File: config.mk
export PLATFORM = sky130hd
export DESIGN_NAME = dial_tracker_mc
export DESIGN_NICKNAME = d
export VERILOG_FILES = /design/src/rtl/dial_pkg.sv /design/src/rtl/dial_residual_step.sv /design/src/rtl/dial_tracker_mc.sv
export SDC_FILE = /design/constraint.sdc
export NUM_CORES = 1
export LEC_CHECK = 0
export ABC_AREA = 1
export CAP_MARGIN = 30
export CORE_MARGIN = 2
export CORE_UTILIZATION = 50
export DETAILED_ROUTE_END_ITERATION = 10
export PLACE_DENSITY = 0.83
export SYNTH_ARGS = -nofsm -noshare
export SYNTH_HDL_FRONTEND = slang
export SYNTH_HIERARCHICAL = 1
export SYNTH_SLANG_ARGS = --single-unit
File: constraint.sdc
create_clock -name clk -period 5 [get_ports clk]
set_input_delay 1 -clock clk [delete_from_list [all_inputs] [get_ports clk]]
set_output_delay 1 -clock clk [all_outputs]
set_load 0.005 [all_outputs]
File: src/rtl/dial_pkg.sv
// Shared types and default geometry for the dial tracker and its residual step.
// Per-instance widths are derived from module parameters; these types describe the default build.
package dial_pkg;

  localparam int DEFAULT_CLICK_BITS     = 10;
  localparam int DEFAULT_DIAL_CLICKS    = 100;
  localparam int DEFAULT_START_POSITION = 50;
  localparam int DEFAULT_RESULT_WIDTH   = 16;

  typedef logic [DEFAULT_CLICK_BITS-1:0]              click_cnt_t;
  typedef logic [$clog2(DEFAULT_DIAL_CLICKS)-1:0]     position_t;
  typedef logic [DEFAULT_RESULT_WIDTH-1:0]            result_t;

  typedef enum logic [1:0] {
    IDLE,
    REDUCE,
    FINAL
  } state_t;

endpackage

File: src/rtl/dial_residual_step.sv
// Combinational final move of a residual (< DIAL_CLICKS) from position p; no latency, no backpressure.
// zero_event is the landing flag in mode 0 and the pass-through-zero flag in mode 1.
module dial_residual_step
  import dial_pkg::*;
#(
  parameter int DIAL_CLICKS = DEFAULT_DIAL_CLICKS,
  parameter int POS_W       = $clog2(DIAL_CLICKS)
) (
  input  logic [POS_W-1:0] pos,
  input  logic [POS_W-1:0] residual,
  input  logic             dir,
  input  logic             mode,
  output logic [POS_W-1:0] new_pos,
  output logic             zero_event
);

  localparam logic [POS_W:0] LIM = (POS_W+1)'(DIAL_CLICKS);

  logic [POS_W:0] sum;
  logic [POS_W:0] sum_wrap;
  logic [POS_W:0] left_wrap;
  logic           pass;

  always_comb begin
    sum       = {1'b0, pos} + {1'b0, residual};
    sum_wrap  = sum - LIM;
    left_wrap = {1'b0, pos} + LIM - {1'b0, residual};
    pass      = 1'b0;
    new_pos   = pos;
    if (dir) begin
      if (sum >= LIM) begin
        new_pos = sum_wrap[POS_W-1:0];
        pass    = 1'b1;
      end else begin
        new_pos = sum[POS_W-1:0];
      end
    end else begin
      if (residual > pos) new_pos = left_wrap[POS_W-1:0];
      else                new_pos = pos - residual;
      // Starting on zero and moving left is not a pass; ending exactly on zero is.
      pass = (pos != '0) && (residual >= pos);
    end
    zero_event = mode ? pass : (new_pos == '0);
  end

endmodule

File: src/rtl/dial_tracker_mc.sv
// Dial tracker: accepts one rotation at a time, latency 1 + floor(click_count/DIAL_CLICKS) to crossings_valid.
// click_ready is high only in IDLE; whole-turn reduction runs one DIAL_CLICKS step per cycle, then one FINAL cycle.
module dial_tracker_mc
  import dial_pkg::*;
#(
  parameter int CLICK_BITS     = DEFAULT_CLICK_BITS,
  parameter int DIAL_CLICKS    = DEFAULT_DIAL_CLICKS,
  parameter int START_POSITION = DEFAULT_START_POSITION,
  parameter int RESULT_WIDTH   = DEFAULT_RESULT_WIDTH
) (
  input  logic                           clk,
  input  logic                           test_logic_reset,
  input  logic                           count_mode,
  input  logic                           click_valid,
  output logic                           click_ready,
  input  logic                           click_right_left,
  input  logic [CLICK_BITS-1:0]          click_count,
  input  logic                           end_of_file,
  output logic [$clog2(DIAL_CLICKS)-1:0] dial_position,
  output logic                           crossings_valid,
  output logic [CLICK_BITS-1:0]          crossings_count,
  output logic                           total_valid,
  output logic [RESULT_WIDTH-1:0]        total_count,
  output logic                           total_overflow
);

  localparam int POS_W = $clog2(DIAL_CLICKS);
  localparam int SUM_W = ((RESULT_WIDTH > CLICK_BITS) ? RESULT_WIDTH : CLICK_BITS) + 1;
  localparam logic [CLICK_BITS-1:0] DIAL_LIM  = CLICK_BITS'(DIAL_CLICKS);
  localparam logic [POS_W-1:0]      START_POS = POS_W'(START_POSITION);
  localparam logic [SUM_W-1:0]      RES_MAX   = {{(SUM_W-RESULT_WIDTH){1'b0}}, {RESULT_WIDTH{1'b1}}};

  state_t                  state_q, state_d;
  logic                    dir_q;
  logic                    mode_q;
  logic [CLICK_BITS-1:0]   rem_q;
  logic [CLICK_BITS-1:0]   rem_next;
  logic [CLICK_BITS-1:0]   cnt_q;
  logic [POS_W-1:0]        pos_q;
  logic [RESULT_WIDTH-1:0] total_q;
  logic                    ovf_q;
  logic                    tv_q;
  logic                    tv_set;
  logic                    accept;
  logic [POS_W-1:0]        step_pos;
  logic                    step_zero;
  logic [SUM_W-1:0]        sum_ext;

  assign click_ready     = (state_q == IDLE);
  assign accept          = click_valid && click_ready;
  assign rem_next        = rem_q - DIAL_LIM;
  assign crossings_valid = (state_q == FINAL);
  // Mode 0 never increments during REDUCE, so the same add serves both modes.
  assign crossings_count = cnt_q + CLICK_BITS'(step_zero);
  assign sum_ext         = SUM_W'(total_q) + SUM_W'(crossings_count);
  assign tv_set          = end_of_file && (state_q == IDLE) && !accept;
  assign total_valid     = tv_q || tv_set;
  assign dial_position   = pos_q;
  assign total_count     = total_q;
  assign total_overflow  = ovf_q;

  dial_residual_step #(
    .DIAL_CLICKS (DIAL_CLICKS),
    .POS_W       (POS_W)
  ) u_step (
    .pos        (pos_q),
    .residual   (rem_q[POS_W-1:0]),
    .dir        (dir_q),
    .mode       (mode_q),
    .new_pos    (step_pos),
    .zero_event (step_zero)
  );

  always_comb begin
    state_d = state_q;
    case (state_q)
      IDLE:    if (accept) state_d = (click_count >= DIAL_LIM) ? REDUCE : FINAL;
      REDUCE:  if (rem_next < DIAL_LIM) state_d = FINAL;
      FINAL:   state_d = IDLE;
      default: state_d = IDLE;
    endcase
  end

  always_ff @(posedge clk or posedge test_logic_reset) begin
    if (test_logic_reset) begin
      state_q <= IDLE;
      dir_q   <= 1'b0;
      mode_q  <= 1'b0;
      rem_q   <= '0;
      cnt_q   <= '0;
      pos_q   <= START_POS;
      total_q <= '0;
      ovf_q   <= 1'b0;
      tv_q    <= 1'b0;
    end else begin
      state_q <= state_d;
      if (tv_set) tv_q <= 1'b1;
      case (state_q)
        IDLE: begin
          if (accept) begin
            dir_q  <= click_right_left;
            mode_q <= count_mode;
            rem_q  <= click_count;
            cnt_q  <= '0;
          end
        end
        REDUCE: begin
          rem_q <= rem_next;
          if (mode_q) cnt_q <= cnt_q + 1'b1;
        end
        FINAL: begin
          pos_q <= step_pos;
          if (sum_ext > RES_MAX) begin
            total_q <= '1;
            ovf_q   <= 1'b1;
          end else begin
            total_q <= sum_ext[RESULT_WIDTH-1:0];
          end
        end
        default: ;
      endcase
    end
  end

endmodule

Word-level counts from Yosys, hierarchy flattened --
Index checks and enable logic that the tools add are counted.
Storage, ports and cells: register bits 49, word-level logic and storage cells 60, output and inout port bits 37
Operators by class: equal/unequal tests 5, order comparisons 6, reduce and logical (&&, ||, !) cells 15, mux-type cells 16, add/subtract/negate cells 9
Operators by type and width (count):
- one-hot mux 10 bit (2 select lines) | 2
- two-way mux 10 bit | 3
- two-way mux 7 bit | 3
- adder 16 x 10 -> 17 bit | 1
- > comparator 17 x 16 -> 1 bit (second input constant) | 1
- two-way mux 16 bit | 1
- subtractor 7 bit | 2
- adder 10 x 1 -> 10 bit | 1
- adder 10 x 1 -> 10 bit (second input constant) | 1
- greater-or-equal comparator 10 x 7 -> 1 bit (second input constant) | 1
- less-than comparator 10 x 7 -> 1 bit (second input constant) | 1
- subtractor 10 x 7 -> 10 bit (second input constant) | 1
- adder 7 x 7 -> 8 bit | 1
- greater-or-equal comparator 8 x 7 -> 1 bit (second input constant) | 1
- AND reduction 2 bit | 4
- adder 7 bit (second input constant) | 1
- greater-or-equal comparator 7 bit | 1
- > comparator 7 bit | 1
- logical NOT 7 bit | 1
- nonzero test 7 bit | 1
- subtractor 7 bit (second input constant) | 1
- two-way mux 2 bit | 3
- logical AND 1 bit | 4
- != test 2 bit (second input constant) | 2
- 10 further kinds | 12

Depth between registers and ports, before layout --
Gate-level depths: netlist of run 1.
word-level depth 10, depth in mapped cells 36

By module --
The synthesis of run 1 kept the hierarchy.
By module, submodules not included:
- dial_tracker_mc | cells an instance 462, times used 1, area each 3266.9 um2
- dial_residual_step | cells an instance 220, times used 1, area each 1398.8 um2

Worst setup path before layout of run 1 --
Ideal clock, no wire load.
path kind reg-to-reg, start point reg pos_q[0], in the netlist dial_position[0], end point reg total_q[11], in the netlist total_count[11], stages on the path, launching flop included 29, arrival time 4.279 ns, setup time 0.129 ns, required time 4.871 ns, path slack 0.592 ns, cells stage by stage dfrtp_1 ha_1 fa_1 xor2_1 inv_1 ha_1 nand2_1 nand4_1 nand3_4 nand2_4 nand2_1 o21ai_0 a21oi_1 nand3_1 nand2_1 ha_1 ha_1 nand3_1 nor2_1 xor2_1 ha_1 nand2_1 inv_1 a21oi_1 nand2_1 nand2_1 nand2_1 nand2_1 nand3_1
On the way: word-level cells in the longest chain between the ends 10, elaborated cells on any way between the ends 21, those cells by class 7 x add/sub; 4 x order compare; 7 x mux; 3 x reduce/logical
Ends and longest elaborated chain:
- start, declared | line dial_tracker_mc.sv:39 | logic [POS_W-1:0] pos_q;
- start signal, assigned | line dial_tracker_mc.sv:112 | pos_q <= step_pos;
- adder 7 bit / adder 7 x 7 -> 8 bit (equally long branches) | line dial_residual_step.sv:27, dial_residual_step.sv:25
- subtractor 7 bit (tied with other cells) | line dial_residual_step.sv:27 | left_wrap = {1'b0, pos} + LIM - {1'b0, residual};
- two-way mux 7 bit, on equally long branches | line dial_residual_step.sv:38, dial_residual_step.sv:31
- two-way mux 7 bit | line dial_residual_step.sv:30 | if (dir) begin
- logical NOT 7 bit | line dial_residual_step.sv:43 | zero_event = mode ? pass : (new_pos == '0);
- two-way mux 1 bit (*) | line dial_residual_step.sv:43
- named net step_zero | line dial_tracker_mc.sv:46 | logic step_zero;
- adder 10 x 1 -> 10 bit (*) | line dial_tracker_mc.sv:54 | assign crossings_count = cnt_q + CLICK_BITS'(step_zero);
- named net crossings_count[6] | line dial_tracker_mc.sv:21 | output logic [CLICK_BITS-1:0] crossings_count,
- adder 16 x 10 -> 17 bit (*) | line dial_tracker_mc.sv:55 | assign sum_ext = SUM_W'(total_q) + SUM_W'(crossings_count);
- > comparator 17 x 16 -> 1 bit | line dial_tracker_mc.sv:113 | if (sum_ext > RES_MAX) begin
- two-way mux 16 bit (*) | line dial_tracker_mc.sv:113
- end signal, assigned | line dial_tracker_mc.sv:117 | total_q <= sum_ext[RESULT_WIDTH-1:0];
- end, declared | line dial_tracker_mc.sv:40 | logic [RESULT_WIDTH-1:0] total_q;
The timed path passes the listed nets; every way through them passes the cells marked *. A chain may end at the register's enable or synchronous reset.

Worst setup path in the final report of run 1 --
start point reg rem_q[2], end point out crossings_count[2]
On the way: word-level cells in the longest chain between the ends 7, elaborated cells on any way between the ends 16, those cells by class 5 x add/sub; 3 x order compare; 6 x mux; 2 x reduce/logical
Ends and longest elaborated chain:
- start, declared | line dial_tracker_mc.sv:36 | logic [CLICK_BITS-1:0] rem_q;
- start signal, assigned | line dial_tracker_mc.sv:103 | rem_q <= click_count;
- start signal, assigned | line dial_tracker_mc.sv:108 | rem_q <= rem_next;
- adder 7 x 7 -> 8 bit | line dial_residual_step.sv:25 | sum = {1'b0, pos} + {1'b0, residual};
- subtractor 7 bit / greater-or-equal comparator 8 x 7 -> 1 bit (equally long branches) | line dial_residual_step.sv:26, dial_residual_step.sv:31
- two-way mux 7 bit | line dial_residual_step.sv:31 | if (sum >= LIM) begin
- two-way mux 7 bit | line dial_residual_step.sv:30
- logical NOT 7 bit | line dial_residual_step.sv:43
- two-way mux 1 bit (*) | line dial_residual_step.sv:43
- named net step_zero | line dial_tracker_mc.sv:46
- adder 10 x 1 -> 10 bit (*) | line dial_tracker_mc.sv:54
- end, declared | line dial_tracker_mc.sv:21
Marks and branches as above.

==> metrics.yaml, run 1 <==
rows: 35
final_hold_viol_count: 0
drtIter0Drc: 332
yosysMostFrequentCell: "nand2_1"
cts_hold_buf: 0
hpwlAfterDp_mm: 9.648
path_clk_slew_ns: 0.11
maxSlewViolCount: 0
critPathCaptureType: "primary output"
fmax_mhz: 200.6
cpMaxStageDelayCell: "clkdlybuf4s50_1"
cp-startpoint: "rem_q[2]"
core-area_sq_um: 9153
synth.largest_area_cell: "dfrtp_1"
total_power_mw: 4.656
irDropWorstVdd_v: 0.0003567
htree_levels: 2
synth_edf_count: 0
grt_pass1_wl_mm: 20.31
synth_nets: 744
use_met1: 0.3106
timing.rr.start: "rem_q[2]"
worst_pin_slew_ns: 0.5185
synth_top_area_share: 0.2467
reg2regPathDepth: 32
cp.arrival_ns: 3.99
syn-mean-instance-area_sq_um: 6.841
antenna_found_initial: 0
nNetsFinal: 815
rrSetupSlack_ns: 0.19
clockRootBuffer: "clkbuf_8"
clockBufferDepth: 2
rsz0062_at_grt: "yes"
grt_overflow: 0
cpPeakStageDelay_ns: 0.55
port_buffers: 52
synth_common_cells: "221 x nand2_1, 102 x inv_1, 58 x nand3_1"
die_w_um: 100.6
hp-class: "register to register"
yosysSeqAreaShare: 0.2636
drt-pass1-iter-count: 5
wl_mm: 12.95
hold-path-endpoint: "total_overflow"
r2r-end: "total_count[5]"
worst_path_most_repeated_cell: "nand2_1"
grt_busiest_layer: "met2"
antenna_cells: 0
holdWs_ns: 0.4743
grt_pass1_vias: 4544
use_met3: 0.03606
syn_inst: 682
fp.dieH_um: 100.6
ant_nets: 0
io_pins: 53
cts_sinks: 49
cp-start-kind: "register"
grt_max_degree: 41
finClkSkew_ns: 0.005994
vias: 4804
async_flop_share: 1.000
met2_usage: 0.4308
route.detailed.drc: 0
initial_core_util: 0.5098
area_delta_synth_final_pct: 22.90
maxCapViolCount: 0
synthDistinctLibCells: 46
cts_tree: "done"
relSlewSlack: 0.6535
hp-start: "total_overflow"
yosys_most_used_dff: "dfrtp_1"
crit_chain: "ha_4, buf_6, nor2_4, nand2_2, nand2_1, nand2_1, nand2_2, ha_1, nand2_1, nand4_1, nand3_4, nand2_4, nand2_1, o21ai_0, a21oi_1, nand3_1, nand2_2, ha_2, ha_4, xor2_1, clkdlybuf4s50_1"
n_fill_cell: 746
netlist_area_sq_um: 4666
worstPathRequired_ns: 4.00
insertion_delay_ns: 0.31
period_share: 0.9971
setup_violations: 0
layout-drive-gt1-share: 0.1459
powerDensity_nw_per_um2: 811.9
viasPerCell: 5.554
cp_max_fo: 6
synth_seq_cells: 49
critPathKind: "register to primary output"
seqCellArea_sq_um: 1232
cts_buffers: 5
finalCriticalPeriod_ns: 4.986
ys_warn_count: 6
outcome: "finished clean"
grt_use_total: 0.2490
dieArea_sq_um: 10120
gp_congestion: 0.9644
multi_input_area_sq_um: 3134
leakage_nw: 3.038
synth_area_leaders: "dfrtp_1 25%, nand2_1 18%, ha_1 11%"
whs_path_depth: 2
post_drt_wl_per_cell_um: 14.97
[report_power, final]
group	switching, mW	internal, mW	total, mW
combinational	2.15	1.47	3.63
clock	0.168	0.105	0.274
sequential	0.203	0.553	0.756
[sequential cells by signal (all words and copies together) (netlist names), 2 cells and up]
register,flops
dial_position,7
state_q,2
rem_q,10
total_count,16
cnt_q,10
[worst max-delay path: cells and delay by family, from the launching register on]
family,cells,cell delay [ns]
AOI/OAI and AO/OA,2,0.26
xor gates and xnor gates,1,0.25
DFF,1,0.43
adders and majority gates,4,0.86
and+or+nand+nor,12,1.17
buffers and inverters,2,0.69
[cells by family after synthesis]
logic type	Yosys count	synth area share
compound gates	57	0.08340
xor+xnor	21	0.03942
fa+ha+maj	46	0.1330
buf+inv	121	0.1054
flops	49	0.2636
simple gates	388	0.3752
[cell type report]
| class | instances | area share |
|---|---|---|
| inverter | 109 | 0.07179 |
| sequential | 49 | 0.2149 |
| timing repair buffer | 76 | 0.1255 |
| multi-input combinational | 512 | 0.5466 |
| clock buffer | 5 | 0.01200 |
| tap | 111 | 0.02422 |
| clock inverter | 3 | 0.005019 |
[layout by cell type, fill, tap and decap left out, types with 3 or more instances in the layout]
cell	instances
nand4_1	14
o21ai_0	10
nor4_1	3
o21bai_1	4
nor2_1	52
clkbuf_8	5
clkdlybuf4s50_1	45
xor2_2	4
a21oi_1	15
ha_1	32
fa_1	5
xor2_1	12
buf_4	22
o211ai_1	6
nand3_4	5
o221ai_1	4
nor2_4	4
dlymetal6s2s_1	5
nand3_1	56
inv_1	99
nand2_1	215
nor2_2	3
nor3_1	6
inv_2	9
ha_4	6
dfrtp_1	44
nand2_2	17
a21oi_2	3
xnor2_1	4
dfstp_2	3
[routing by layer]
layer / wire (um) / vias to the layer above
li1: - / 2301
met1: 5436 / 2247
met2: 6285 / 211
met3: 781 / 45
met4: 446 / 0
met5: 0 / -
[stage by stage]
step                utilization  instances  setup TNS, ns  area, sq um  setup slack, ns
floorplan                     -        682              0         4666           0.5923
global placement         0.5829        845              0         5335           0.1755
detailed placement       0.5851        846       -0.01122         5355         -0.01122
CTS                      0.6055        859              0         5542         0.003465
global route             0.6265        865         -1.407         5734          -0.2327
finish                   0.6265        865              0         5734          0.01444
[timing repair]
| item | 4_1_cts | 5_1_grt |
|---|---|---|
| pin swaps | 5 | 12 |
| endpoints found under the setup margin | 6 | 25 |
| setup buffers | 5 | 6 |
| gates resized for setup | 14 | 38 |
[worst max path at each step]
stage,endpoint,cells after the start
6_report,crossings_count[2],21
5_1_grt,crossings_count[2],22
4_1_cts,crossings_count[4],18
3_5_place_dp,crossings_count[8],21
3_3_place_gp,crossings_count[8],23
2_1_floorplan,total_count[11],28
No activity file was read; power rests on OpenSTA's default activity.
==> run 2: changes to the inputs <==
--- a/config.mk
+++ b/config.mk
@@ -10,7 +10,8 @@
 export CORE_MARGIN = 2
 export CORE_UTILIZATION = 50
 export DETAILED_ROUTE_END_ITERATION = 10
-export PLACE_DENSITY = 0.83
+export PLACE_DENSITY = 0.72
+export SKIP_CTS_REPAIR_TIMING = 1
 export SYNTH_ARGS = -nofsm -noshare
 export SYNTH_HDL_FRONTEND = slang
 export SYNTH_HIERARCHICAL = 1
==> metrics.yaml, run 2 (synthesized netlist as in run 1, its figures left out) <==
outcome: "finished clean"
cp-start-kind: "register"
area_delta_synth_final_pct: 24.11
wl_mm: 12.56
clockBufferDepth: 2
relSlewSlack: 0.6639
clockRootBuffer: "clkbuf_8"
core-area_sq_um: 9153
path_clk_slew_ns: 0.11
drt-pass1-iter-count: 5
antenna_found_initial: 0
vias: 4662
critPathKind: "register to primary output"
cpPeakStageDelay_ns: 0.43
rsz0062_at_grt: "yes"
n_fill_cell: 828
grt_max_degree: 30
antenna_cells: 0
finClkSkew_ns: 0.01002
period_share: 0.9691
ant_nets: 0
cp_max_fo: 6
largest_reg_flops: 16
powerDensity_nw_per_um2: 794.1
worst_path_most_repeated_cell: "nand2_2"
nNetsFinal: 816
post_drt_wl_per_cell_um: 14.50
maxCapViolCount: 0
viasPerCell: 5.383
setup_ws_ns: 0.1546
maxSlewViolCount: 0
cp.arrival_ns: 3.85
final_cell_mix: "213 x nand2_1, 99 x inv_1, 55 x nand3_1"
initial_core_util: 0.5098
layout-drive-gt1-share: 0.1616
worstPathRequired_ns: 4.00
fmax_mhz: 206.4
dieArea_sq_um: 10120
hp-class: "register to register"
final_hold_viol_count: 0
grt_use_total: 0.2470
insertion_delay_ns: 0.32
cts_tree: "done"
rows: 35
crit_chain: "ha_4, buf_4, nor2_4, nand2_2, nand3_1, nand2_2, ha_1, nand2_1, nand4_1, nand3_4, nand2_4, nand2_1, o21ai_0, a21oi_1, nand3_1, nand2_2, ha_2, ha_4, nand3_4, nor3_4, xor2_1, buf_2"
hpwlAfterDp_mm: 9.661
total_power_mw: 4.598
cts_buffers: 5
setup_violations: 0
place_ws_ns: 0.006509
grt_pass1_vias: 4293
cts_sinks: 49
grt_pass1_wl_mm: 20.12
cpMaxStageDelayCell: "dfrtp_1"
layout_commonest_cell: "nand2_1"
fp.dieH_um: 100.6
critPathCaptureType: "primary output"
worst_pin_slew_ns: 0.5034
irDropWorstVdd_v: 0.0003193
leakage_nw: 3.045
io_pins: 53
route.detailed.drc: 0
htree_levels: 2
grt_overflow: 0
die_w_um: 100.6
gp_congestion: 0.9679
port_buffers: 52
finalCriticalPeriod_ns: 4.845
drtIter0Drc: 327
-- run 2: cell count changes in the layout (fill, tap and decap cells not counted), moves of 2 or more --
cell        previous run  this run
buf_4                 22        24
ha_1                  32        29
clkbuf_2               2         0
ha_2                   2         5
nand2_4                2         4
clkinvlp_4             0         2
nor2_1                52        48
nand2_1              215       213
nor2_2                 3         6
-- run 2: power breakdown --
part	internal, mW	switching, mW	leakage (nW)
clock network	0.102	0.164	0.0423
logic	1.46	2.11	2.41
registers	0.553	0.207	0.598
-- run 2: layer usage --
metal | share of wire | vias up | track usage
met3 | 0.042 | 17 | 0.02497
met5 | 0 | - | 0
li1 | - | 2291 | -
met4 | 0.016 | 0 | 0.06217
met1 | 0.46 | 2215 | 0.3437
met2 | 0.48 | 139 | 0.4123
-- run 2: path summary, 6_finish.rpt --
| kind | slack (ns) | endpoint | from | cells past startpoint |
|---|---|---|---|---|
| max | 0.15 | crossings_count[8] | rem_q[2] | 22 |
| min | 0.47 | total_overflow | total_overflow | 2 |
| max reg2reg | 0.31 | total_count[7] | rem_q[2] | 33 |
| min reg2reg | 0.47 | total_overflow | total_overflow | 2 |
| max in group asynchronous | 3.37 | dial_position[4] | test_logic_reset | 3 |
| min in group asynchronous | 1.03 | mode_q | test_logic_reset | 2 |
-- run 2: critical path: cells and delay by family (launching register included) --
family / cells / cell delay, ns
compound gates: 2 / 0.28
buf+inv: 2 / 0.31
xor+xnor: 1 / 0.22
fa+ha+maj: 4 / 0.85
flops: 1 / 0.43
simple gates: 13 / 1.43
-- run 2: cell type report --
class / count / area, sq um / share of cell area
flip-flops and latches: 49 / 1232 / 0.2128
multi-input cells: 512 / 3184 / 0.5499
inverters: 109 / 411.6 / 0.07109
clock buffers: 5 / 68.82 / 0.01188
clock inverters: 3 / 26.28 / 0.004538
well taps: 111 / 138.9 / 0.02398
repair buffers: 77 / 728.2 / 0.1258
-- run 2: stage by stage --
| step | std cells | TNS (ns) | util | hold slack (ns) | cell area [sq um] |
|---|---|---|---|---|---|
| after floorplan | 682 | 0 | - | 0.4426 | 4666 |
| after global placement | 850 | 0 | 0.5870 | 0.4478 | 5373 |
| after detailed placement | 851 | 0 | 0.5892 | 0.4497 | 5393 |
| after CTS | 859 | -0.9491 | 0.5996 | 0.4779 | 5488 |
| after global routing | 866 | -0.05945 | 0.6327 | 0.5001 | 5791 |
| final | 866 | 0 | 0.6327 | 0.4707 | 5791 |
==> run 3: changes to the inputs <==
--- a/config.mk
+++ b/config.mk
@@ -5,12 +5,11 @@
 export SDC_FILE = /design/constraint.sdc
 export NUM_CORES = 1
 export LEC_CHECK = 0
-export ABC_AREA = 1
 export CAP_MARGIN = 30
 export CORE_MARGIN = 2
 export CORE_UTILIZATION = 50
 export DETAILED_ROUTE_END_ITERATION = 10
-export PLACE_DENSITY = 0.72
+export PLACE_DENSITY = 0.73
 export SKIP_CTS_REPAIR_TIMING = 1
 export SYNTH_ARGS = -nofsm -noshare
 export SYNTH_HDL_FRONTEND = slang
==> metrics.yaml, run 3 <==
yosysSeqAreaShare: 0.2718
largest_reg_flops: 16
place_ws_ns: -0.3861
route.detailed.drc: 0
maxCapViolCount: 0
hp-start: "tv_q"
area_delta_synth_final_pct: 42.34
yosys_most_used_dff: "dfrtp_1"
netlist_area_sq_um: 4524
relSlewSlack: 0.4542
drt-pass1-iter-count: 5
synthDistinctLibCells: 82
dieArea_sq_um: 9826
rows: 34
cp_max_fo: 5
cts_tree: "done"
rsz0062_at_grt: "yes"
path_clk_slew_ns: 0.11
die_w_um: 99.13
worst_pin_slew_ns: 0.8187
synth_seq_cells: 49
core-area_sq_um: 8763
drtIter0Drc: 276
final_cell_mix: "93 x buf_4, 43 x dfrtp_1, 42 x clkdlybuf4s50_1"
synth_nets: 567
htree_levels: 2
reg2regPathDepth: 23
worstPathRequired_ns: 5.21
hp-class: "register to register"
synth_common_cells: "46 x dfrtp_1, 40 x ha_1, 40 x inv_1"
post_drt_wl_per_cell_um: 19.08
period_share: 1.084
timing.rr.start: "rem_q[0]"
n_fill_cell: 598
gp_congestion: 0.8943
synth_area_leaders: "dfrtp_1 25%, ha_1 11%, xnor2_1 5.2%"
violations: "negative setup slack"
critPathCaptureType: "register"
wl_mm: 14.33
ys_warn_count: 6
whs_path_depth: 1
setup_ws_ns: -0.4202
antenna_cells: 0
cpPeakStageDelay_ns: 0.59
syn-mean-instance-area_sq_um: 8.959
fp.dieH_um: 99.13
synth.largest_area_cell: "dfrtp_1"
port_buffers: 52
grt_pass1_wl_mm: 20.50
initial_core_util: 0.5163
yosysMostFrequentCell: "dfrtp_1"
layout_commonest_cell: "buf_4"
vias: 4556
cp-start-kind: "register"
clockRootBuffer: "clkbuf_8"
r2r-end: "total_count[15]"
finalCriticalPeriod_ns: 5.420
final_hold_viol_count: 0
viasPerCell: 6.067
cpMaxStageDelayCell: "or4_4"
async_flop_share: 1.000
rrSetupSlack_ns: -0.42
io_pins: 53
critPathKind: "register to register"
hold-path-endpoint: "tv_q"
worst_path_most_repeated_cell: "ha_4"
hpwlAfterDp_mm: 9.738
maxSlewViolCount: 0
cp.arrival_ns: 5.63
grt_use_total: 0.2540
insertion_delay_ns: 0.31
grt_pass1_vias: 4310
setup_violations: 25
worstPathBufferInverterCount: 3
cts_sinks: 49
synth_edf_count: 0
syn_inst: 505
ant_nets: 0
finClkSkew_ns: 0.02357
grt_overflow: 0
fmax_mhz: 184.5
cts_buffers: 5
layout-drive-gt1-share: 0.3515
nNetsFinal: 704
grt_max_degree: 31
antenna_found_initial: 0
crit_chain: "ha_4, buf_6, nor3b_4, nor3_2, xor2_1, inv_2, ha_4, nand3b_1, a31o_4, mux2i_1, a31oi_1, or4_4, o31ai_4, ha_2, nand3_1, xnor2_2, buf_4, ha_4, nand3_4, o211ai_4, nand4_1, a21oi_2, mux2_4"
outcome: "finished with violations"
clockBufferDepth: 2
synth_top_area_share: 0.2544
path_delay_family: "simple AND/OR/NAND/NOR gates"
## run 3: cell type report
class                           instances  area [sq um]  share of cell area
Sequential cell                        49          1234              0.1916
Multi-Input combinational cell        393          3531              0.5483
Tap cell                              108         135.1             0.02098
Inverter                               41         153.9             0.02390
Clock buffer                            6         72.57             0.01127
Clock inverter                          2         38.79            0.006023
Timing Repair Buffer                  152          1275              0.1980
## run 3: worst max-delay path by stage
stage / from / endpoint / slack (ns) / cells after the start
2_1_floorplan: dial_position[0] / total_count[12] / -0.1 / 20
5_1_grt: dial_position[0] / total_count[13] / -0.57 / 23
4_1_cts: dial_position[1] / crossings_count[8] / -0.75 / 17
6_report: rem_q[0] / total_count[15] / -0.42 / 23
3_3_place_gp: dial_position[2] / crossings_count[8] / -0.30 / 17
3_5_place_dp: dial_position[1] / total_count[12] / -0.39 / 22
## run 3: through the flow
step	cell area [sq um]	TNS, ns	hold WS (ns)	util	cells
floorplan	4653	-0.3412	0.4426	-	505
global placement	5818	-5.327	0.4521	0.6639	730
detailed placement	5838	-7.717	0.4675	0.6662	731
CTS	5949	-12.45	0.4917	0.6789	739
global route	6440	-11.65	0.5090	0.7349	751
finish	6440	-7.219	0.4937	0.7349	751
## run 3: cells by family after synthesis
logic type,count (synthesis),synth area share
AND/OR/NAND/NOR,167,0.1964
multiplexers,22,0.05365
XOR/XNOR,39,0.07550
adder cells (fa/ha/maj),46,0.1372
flip-flops,49,0.2718
buffers and inverters,63,0.06499
AO/OA/AOI/OAI,119,0.2005
## run 3: routing by layer
layer | vias up | share of wire | track usage
met5 | - | 0 | 0
met4 | 0 | 0.038 | 0.04953
met3 | 49 | 0.044 | 0.03162
met2 | 178 | 0.49 | 0.4381
met1 | 2225 | 0.42 | 0.3464
li1 | 2104 | - | -
Power of run 3 is not shown: default switching activity piles up to over one toggle a cycle in this logic, so the estimate is an artifact.
